--- src/rtl/fpu_pkg.sv ---
// Shared FPU definitions: divider write-back entry layout, special-value
// constants used by both the divider and its write-back stage, and the
// saturating counter helper.
package fpu_pkg;

   localparam int unsigned COUNT_W      = 16;
   localparam int unsigned WB_TAG_MAX_W = 8;

   localparam logic [31:0] FP_QNAN     = 32'h7FC0_0000;
   localparam logic [31:0] FP_INF_MASK = 32'h7F80_0000;

   // Tag field is sized for the widest issue tag in use; narrower tags are
   // zero-extended into it.
   typedef struct packed {
      logic [31:0]             result;
      logic                    error;
      logic                    overflow;
      logic [WB_TAG_MAX_W-1:0] tag;
   } wb_entry_t;

   // Increment that sticks at all-ones instead of wrapping.
   function automatic logic [COUNT_W-1:0] sat_inc(input logic [COUNT_W-1:0] v);
      return (v == '1) ? v : v + COUNT_W'(1);
   endfunction

endpackage

--- src/rtl/fpu_wb_fifo.sv ---
// Generic register-array FIFO. Pointers carry one extra wrap bit so that
// full and empty are distinguished without a separate count register.
// No fall-through: a written entry becomes visible on the next cycle.
module fpu_wb_fifo #(
   parameter int unsigned DEPTH = 4,
   parameter int unsigned WIDTH = 8
) (
   input  logic                       clk,
   input  logic                       reset,
   input  logic                       wr_en,
   input  logic [WIDTH-1:0]           wr_data,
   input  logic                       rd_en,
   output logic [WIDTH-1:0]           rd_data,
   output logic                       full,
   output logic                       empty,
   output logic [$clog2(DEPTH):0]     level
);

   localparam int unsigned AW = $clog2(DEPTH);
   localparam int unsigned PW = AW + 1;

   logic [WIDTH-1:0] mem [DEPTH];
   logic [PW-1:0]    wptr;
   logic [PW-1:0]    rptr;
   logic             push;
   logic             pop;

   assign full    = (wptr[PW-1] != rptr[PW-1]) && (wptr[AW-1:0] == rptr[AW-1:0]);
   assign empty   = (wptr == rptr);
   assign push    = wr_en && !full && !reset;
   assign pop     = rd_en && !empty;
   assign level   = wptr - rptr;
   assign rd_data = mem[rptr[AW-1:0]];

   // Pointer advance; reset discards every stored entry.
   always_ff @(posedge clk) begin
      if (reset) begin
         wptr <= '0;
         rptr <= '0;
      end else begin
         if (push) wptr <= wptr + PW'(1);
         if (pop)  rptr <= rptr + PW'(1);
      end
   end

   // Storage write; contents are intentionally left unreset.
   always_ff @(posedge clk) begin
      if (push) mem[wptr[AW-1:0]] <= wr_data;
   end

endmodule

--- src/rtl/fpu_div_writeback.sv ---
// Divider result write-back stage: buffers divider results in order and
// keeps sticky exception flags for software status reads.
// Optional feature macro: FPU_WB_COUNTERS_EN adds saturating error/overflow
// event counters (err_count, ovf_count). TAG_W must not exceed WB_TAG_MAX_W.
module fpu_div_writeback
   import fpu_pkg::*;
#(
   parameter int unsigned DEPTH = 4,
   parameter int unsigned TAG_W = 4
) (
   input  logic                   clk,
   input  logic                   reset,
   input  logic                   in_valid,
   output logic                   in_ready,
   input  logic [31:0]            in_result,
   input  logic                   in_error,
   input  logic                   in_overflow,
   input  logic [TAG_W-1:0]       in_tag,
   output logic                   out_valid,
   input  logic                   out_ready,
   output logic [31:0]            out_result,
   output logic                   out_error,
   output logic                   out_overflow,
   output logic [TAG_W-1:0]       out_tag,
   output logic [$clog2(DEPTH):0] level,
   input  logic                   flags_clear,
   output logic                   sticky_error,
   output logic                   sticky_overflow
`ifdef FPU_WB_COUNTERS_EN
   ,
   output logic [COUNT_W-1:0]     err_count,
   output logic [COUNT_W-1:0]     ovf_count
`endif
);

   wb_entry_t wr_entry;
   wb_entry_t head;
   logic      full;
   logic      empty;
   logic      push;
   logic      unused_head_tag;

   assign wr_entry = '{result:   in_result,
                       error:    in_error,
                       overflow: in_overflow,
                       tag:      WB_TAG_MAX_W'(in_tag)};

   fpu_wb_fifo #(
      .DEPTH (DEPTH),
      .WIDTH ($bits(wb_entry_t))
   ) u_fifo (
      .clk     (clk),
      .reset   (reset),
      .wr_en   (in_valid),
      .wr_data (wr_entry),
      .rd_en   (out_ready),
      .rd_data (head),
      .full    (full),
      .empty   (empty),
      .level   (level)
   );

   assign in_ready        = !full;
   assign out_valid       = !empty;
   assign push            = in_valid && in_ready;
   assign out_result      = head.result;
   assign out_error       = head.error;
   assign out_overflow    = head.overflow;
   assign out_tag         = head.tag[TAG_W-1:0];
   assign unused_head_tag = |head.tag;

   // Sticky flags: a setting push in the same cycle as a clear wins.
   always_ff @(posedge clk) begin
      if (reset) begin
         sticky_error    <= 1'b0;
         sticky_overflow <= 1'b0;
      end else begin
         sticky_error    <= (sticky_error    && !flags_clear) || (push && in_error);
         sticky_overflow <= (sticky_overflow && !flags_clear) || (push && in_overflow);
      end
   end

`ifdef FPU_WB_COUNTERS_EN
   // Saturating event counters; clear plus increment restarts at one.
   always_ff @(posedge clk) begin
      if (reset) begin
         err_count <= '0;
         ovf_count <= '0;
      end else begin
         if (push && in_error)
            err_count <= flags_clear ? COUNT_W'(1) : sat_inc(err_count);
         else if (flags_clear)
            err_count <= '0;
         if (push && in_overflow)
            ovf_count <= flags_clear ? COUNT_W'(1) : sat_inc(ovf_count);
         else if (flags_clear)
            ovf_count <= '0;
      end
   end
`endif

endmodule
--- config.mk ---
export PLATFORM = sky130hd
export DESIGN_NAME = fpu_div_writeback
export DESIGN_NICKNAME = d
export VERILOG_FILES = /design/src/rtl/fpu_pkg.sv /design/src/rtl/fpu_wb_fifo.sv /design/src/rtl/fpu_div_writeback.sv
export SDC_FILE = /design/constraint.sdc
export NUM_CORES = 1
export LEC_CHECK = 0
export CORE_AREA = 2 2 120 122
export DETAILED_ROUTE_END_ITERATION = 16
export DIE_AREA = 0 0 122 124
export PLACE_DENSITY = 0.72
export SLEW_MARGIN = 30
export SYNTH_ARGS = -nofsm -noshare
export SYNTH_HDL_FRONTEND = slang
export SYNTH_HIERARCHICAL = 1
export SYNTH_SLANG_ARGS = --single-unit
export TNS_END_PERCENT = 5
--- constraint.sdc ---
create_clock -name clk -period 6.39 [get_ports clk]
set_input_delay 0.9585 -clock clk [delete_from_list [all_inputs] [get_ports clk]]
set_output_delay 0.9585 -clock clk [all_outputs]
set_load 0.02 [all_outputs]
* Word level (Yosys, flattened, before mapping) *
Memory sizes are Yosys's and may differ from the RTL's. A register that Yosys moved wholly into a read port is not among the register bits.
Cells that the tools add are included.

operators by class
  multiply operators = 0
  $lt $le $gt $ge = 0
  div/mod/pow operators = 0
  $add $sub $neg = 3
  bitwise gates (word level) = 0
  shift-type cells = 0
  reduce and logical (&&, ||, !) cells = 14
  eq/ne operators = 3
  muxes and demuxes = 4

operator list
  operator             number
  $logic_and 1x1->1    8
  $add 3x1->3 const B  2
  $logic_not 1->1      4
  $mux 2               2
  $eq 3x3->1           1
  $sub 3x3->3          1
  $eq 2x2->1           1
  $logic_or 1x1->1     2
  $mux 1               2
  $ne 1x1->1           1

storage, ports and cells
  register bits = 8
  logic and storage cells = 29
  bits in writable memories = 152
  memories = 1
  input bits = 43
  ROM bits = 0
  bits in latches = 0

memory list
  memory      words  width  read ports  clocked after memory_dff  write ports  line               RTL
  u_fifo.mem  4      38     1           1                         1            fpu_wb_fifo.sv:22  logic [WIDTH-1:0] mem [DEPTH];

* Depth between registers and ports, before layout *
Gate-level depths: netlist of run 1.

  depth in word-level cells = 7
  depth in mapped cells = 7

* Modules after synthesis *
Netlist of run 1, hierarchy kept.

by module, submodules not included
  module             cells each  times used  area an instance (um^2)  sequential area each (um^2)
  fpu_wb_fifo        290         1           6,680.2                  5,205.0
  fpu_div_writeback  11          1           88.8                     40.0

* Least setup slack after synthesis of run 1 *
OpenSTA, ideal clock, no wires.

  path kind = input-to-reg
  start = input port reset
  end = memory u_fifo/mem[0][0] (netlist bit), enable pin
  stages on the path = 3
  slack = 3.668 ns
  path buffers = 1
  data arrival time = 2.318 ns
  cell sequence = buf_4 -> a21oi_2 -> and3_1

on the way
  word-level cells in the longest chain between the ends = 4

ends and longest elaborated chain
  what                          line                     RTL
  start, declared               fpu_div_writeback.sv:12  input logic reset,
  $logic_not 1->1               fpu_wb_fifo.sv:30        assign push = wr_en && !full && !reset;
  $logic_and 1x1->1             fpu_wb_fifo.sv:30
  $mux 1                        fpu_wb_fifo.sv:48        if (push) mem[wptr[AW-1:0]] <= wr_data;
  $mux 1 (implied by the code)  fpu_wb_fifo.sv:48
  end, declared                 fpu_wb_fifo.sv:22

Every way passes these cells.

==> impl_results.md, run 1 <==
- Critical path peak fanout: 38
- Cell row count: 43
- Max clock buf depth: 2
- Synth Instances: 280
- Setup tns final: 0 ns
- Critical path, cell by cell: mux4_2, clkdlybuf4s50_1
- Via count: 2985
- Pin slew with the least headroom to its limit: 0.7784 ns
- RSZ-0062 raised after global routing: no
- Hold buffer count at cts: 0
- Final std cells w/o fill: 565
- Final setup fails: 0
- Fin util: 57.37%
- Syn nets: 331
- Slew headroom: between 40% and 50%
- Max Slew Vio Count: 0
- Initial antenna violation count: 0
- Clock slew at reported path FFs: approximately 0.060 ns
- Synth warn: 6
- Tmin final: 3.448 ns
- Hold WC Path Type: reg2reg
- Reg2reg start: u_fifo/wptr[0]
- Pin count of the biggest net entering global routing: 39
- Total global routing track utilization: between 10% and 20%
- Wire per inst: 19.83 um
- Post-CTS Setup Bufs: 0
- MaxCap Viol Count: 0
- Layout fillers: 1000
- Share of layout cells above drive strength 1: 20.52%
- Syn Std Cell Area: roughly 6200 um2
- I/O pins: 88
- Starting density of the core: 45.15%
- CTS Root Cell: clkbuf_16
- Die Area: 15130 um2
- CP delay by family, top: flip-flops
- Final Skew: 0.01268 ns
- Post-Route WL: approximately 11000 um
- CP arrival: 2.49 ns
- Die outline height: 124 um
- Source of the worst hold timing path: sticky_overflow
- Crit path largest cell delay: about 0.85 ns
- Global Route met2 Usage: 26.08%
- Gr ovfl total: 0
- Crit share post-route: 53.96%
- FMAX: 290.0 MHz
- Leakage Power: 2.510 nW
- DR vias/cell: 5.283
- PostCTS Resize Cnt: 0
- CP required: around 5.4 ns
- Max VDD drop: 0.3839 mV
- Final hold viol count: 0
- Pre-antenna DRT Iters: 4
- Number of diodes: 0
- Port buffer count: 87
- Area grow syn2layout: 27.07%
- Core box area: 13720 um2
- CTS buffer count: 17
- Layout Nets: 423
- Max stage delay cell, worst path: dfxtp_4
- Worst setup SP type: register
- Crit path buffers/inverters: 1
- Clk_lat worst skew: slightly above 0.4 ns
- Layer with the highest usage: met2
- Die width: 122 um
- Outcome: complete, no violations
- CP Capture Type: output pin
- First-pass GRT wire length: between 15000 and 20000 um
- Residual DRC count: 0
- Synthesized area per cell: 22.12 um2
- CTS tree: built
- Cell area power density: 433.9 nW/um2
- Vias in the first global route: 3134
- Initial drt markers: 170
- Sink Count: 162
- M1 GR Usage: between 15 and 20%
- Final Wtd Congestion: 0.7887
- CP Class: reg2out
- Met3 GRT Util: 5.266%
- Max H-tree Level: 4
- DP HPWL: 6586 um
- DP Cell Count: roughly 530
- Antenna Nets Post-Route: 0
==> worst min-delay path: stages, from the launching register on <==
cell      delay [ns]
dfxtp_1         0.31
nand2b_1        0.06
a21oi_1         0.05
==> layer usage <==
metal	routed length [um]	part of all wire, %
met1	4609	41
met2	5731	51
met3	766	6.8
met4	97	0.87
met5	0	0
==> path summary, 6_finish.rpt <==
check	endpoint	slack, ns	cells past startpoint
worst max-delay path	out_overflow	2.94	2
worst min register to register	sticky_overflow	0.47	2
worst max register to register	u_fifo/mem[1][39]	4.01	5
worst min-delay path	sticky_overflow	0.47	2
==> registers in the layout, indices dropped and copies added, names as in the netlist, named ones only <==
| register | flops |
|---|---|
| sticky_error | 1 |
| sticky_overflow | 1 |
| u_fifo/mem | 152 |
| u_fifo/rptr | 3 |
| u_fifo/wptr | 3 |
==> layout make-up <==
cell class | instances | area (um2) | area share, %
inverter | 8 | 30.03 | 0.3815
multi-input combinational | 96 | 1319 | 16.75
sequential | 162 | 4772 | 60.63
clock buffer | 17 | 425.4 | 5.405
timing repair buffer | 87 | 870.8 | 11.06
tap | 180 | 225.2 | 2.861
clock inverter | 15 | 229.0 | 2.909
==> power breakdown <==
| part | internal, mW | switching, mW | leakage (nW) |
|---|---|---|---|
| Combinational | 0.473 | 0.442 | 0.727 |
| Sequential | 1.27 | 0.120 | 1.46 |
| Clock | 0.699 | 0.407 | 0.319 |
| Total | 2.45 | 0.969 | 2.51 |
==> layout by cell type (no fill, tap or decap), types with 3 or more instances in the layout <==
master             n
a21oi_1            3
a31oi_1            3
and3_4             4
bufinv_16          5
clkbuf_16         17
clkdlybuf4s50_1   87
dfxtp_1            8
edfxtp_1         152
ha_1               7
inv_1              7
inv_6              5
mux4_2            38
nand2_1            7
nand3_1            3
nor3b_1            4
o311ai_0           3
==> per-stage QoR <==
step	hold slack (ns)	setup slack, ns	cell area, um2	power, mW
final	0.4742	2.942	7871	3.416
after detailed placement	0.4627	3.311	7217	2.344
after global placement	0.4727	3.238	7199	2.329
after CTS	0.4793	2.861	7871	3.453
after global routing	0.4997	2.780	7871	3.559
after floorplan	0.5113	3.763	6195	1.944
Power figures use the tool's default switching activity.
==> run 2: changes to the inputs <==
--- a/config.mk
+++ b/config.mk
@@ -8,7 +8,7 @@
 export CORE_AREA = 2 2 120 122
 export DETAILED_ROUTE_END_ITERATION = 16
 export DIE_AREA = 0 0 122 124
-export PLACE_DENSITY = 0.72
+export PLACE_DENSITY = 0.75
 export SLEW_MARGIN = 30
 export SYNTH_ARGS = -nofsm -noshare
 export SYNTH_HDL_FRONTEND = slang
==> constraint.sdc (replaced) <==
create_clock -name clk -period 2.97 [get_ports clk]
set_input_delay 0.4455 -clock clk [delete_from_list [all_inputs] [get_ports clk]]
set_output_delay 0.4455 -clock clk [all_outputs]
set_load 0.02 [all_outputs]
==> impl_results.md, run 2 (synthesis gave the netlist of run 1 again) <==
- Slew headroom: slightly below 70%
- Clk_lat worst skew: 0.41 ns
- Number of diodes: 0
- CTS buffer count: 17
- Cell area power density: 903.4 nW/um2
- Pin slew with the least headroom to its limit: roughly 0.48 ns
- Starting density of the core: 45.15%
- I/O pins: 88
- Global Route met2 Usage: between 20% and 30%
- Met3 GRT Util: 5.495%
- Total power: 7.182 mW
- Max H-tree Level: 4
- Cell row count: 43
- FMAX: ~360 MHz
- Initial drt markers: 258
- Post-CTS Setup Bufs: 0
- CP Capture Type: output pin
- Worst setup SP type: register
- CTS Root Cell: clkbuf_16
- DP HPWL: 7251 um
- Max Slew Vio Count: 0
- Max FFs per register: approximately 150
- Gr ovfl total: 0
- M1 GR Usage: 18.10%
- Fin util: 57.95%
- Crit share post-route: between 90 and 100%
- Tmin final: 2.803 ns
- MaxCap Viol Count: 0
- Max clock buf depth: 2
- CP arrival: 2.36 ns
- CP required: 2.52 ns
- Final hold viol count: 0
- Worst hold margin: 0.4727 ns
- Total global routing track utilization: 16.01%
- Layer with the highest usage: met2
- Residual DRC count: 0
- Final setup fails: 0
- Layout Nets: 434
- Clock slew at reported path FFs: around 0.060 ns
- Commonest non-fill, non-tap cell in the layout: edfxtp_1
- RSZ-0062 raised after global routing: no
- Die width: 122 um
- Max VDD drop: 0.7306 mV
- Core box area: 13720 um2
- First-pass GRT wire length: ~17000 um
- Wire per inst: 19.22 um
- Via count: 3035
- Hold WC Path Type: reg2reg
- Hold buffer count at cts: 0
- Pre-antenna DRT Iters: 4
- DR vias/cell: between 5 and 6
- CTS tree: built
- Sink Count: 162
- Die Area: roughly 15000 um2
- Outcome: complete, no violations
- Final Skew: about 0.0076 ns
- Vias in the first global route: about 3300
- Initial antenna violation count: 0
- Setup tns final: 0 ns
- Final Wtd Congestion: 0.8191
- Layout fillers: 995
- Pin count of the biggest net entering global routing: 39
- Post-Route WL: 11070 um
- Share of layout cells above drive strength 1: 21.72%
- Area grow syn2layout: 28.34%
- Critical path peak fanout: 6
- Die outline height: between 100 and 150 um
- Port buffer count: 87
- Most frequent cells in the layout: 152 x edfxtp_1, 87 x clkdlybuf4s50_1, 38 x mux4_2
- CP Class: reg2out
- Antenna Nets Post-Route: 0
- Leakage Power: 2.544 nW
-- run 2: path summary, 6_finish.rpt --
path | startpoint | to | slack [ns] | cells past startpoint
setup / recovery | u_fifo/wptr[0] | level[2] | 0.17 | 5
hold / removal | sticky_error | sticky_error | 0.47 | 2
setup reg to reg | u_fifo/wptr[0] | u_fifo/mem[3][17] | 0.58 | 6
hold reg to reg | sticky_error | sticky_error | 0.47 | 2
-- run 2: routing by layer --
metal  wire length, um  part of all wire (%)  vias up
li1                  -                     -     1382
met1              4363                    39     1549
met2              5810                    52       88
met3               710                   6.4       16
met4               187                   1.7        0
met5                 0                     0        -
-- run 2: area by class of cell --
class	instances	area (um2)	share of cell area [%]
Sequential cell	162	4770	59.99
Multi-Input combinational cell	96	1306	16.43
Timing Repair Buffer	98	1028	12.94
Clock buffer	17	425.4	5.351
Tap cell	180	225.2	2.833
Clock inverter	15	165.2	2.077
Inverter	8	30.03	0.3777
-- run 2: power by group --
| group | total [mW] | internal [mW] | switching, mW |
|---|---|---|---|
| sequential | 2.89 | 2.74 | 0.150 |
| combinational | 2.16 | 1.09 | 1.07 |
| clock | 2.13 | 1.31 | 0.823 |
-- run 2: critical path: stages (launching register included) --
cell and delay [ns]:
dfxtp_1 0.41, inv_1 0.11, ha_1 0.22, fa_1 0.38, xnor2_1 0.19, clkdlybuf4s50_1 0.63
-- run 2: what timing repair did --
action,CTS,global route
setup endpoints to repair,0,2
gates resized for setup,0,1
hold endpoints to repair,0,0
-- run 2: metrics by stage --
| step | std cells | instance area [um2] | setup WS, ns |
|---|---|---|---|
| floorplan | 280 | 6195 | 0.4558 |
| global placement | 544 | 7357 | 0.6347 |
| detailed placement | 544 | 7357 | 0.5837 |
| CTS | 576 | 7948 | 0.1264 |
| global route | 576 | 7950 | 0.04524 |
| finish | 576 | 7950 | 0.1670 |
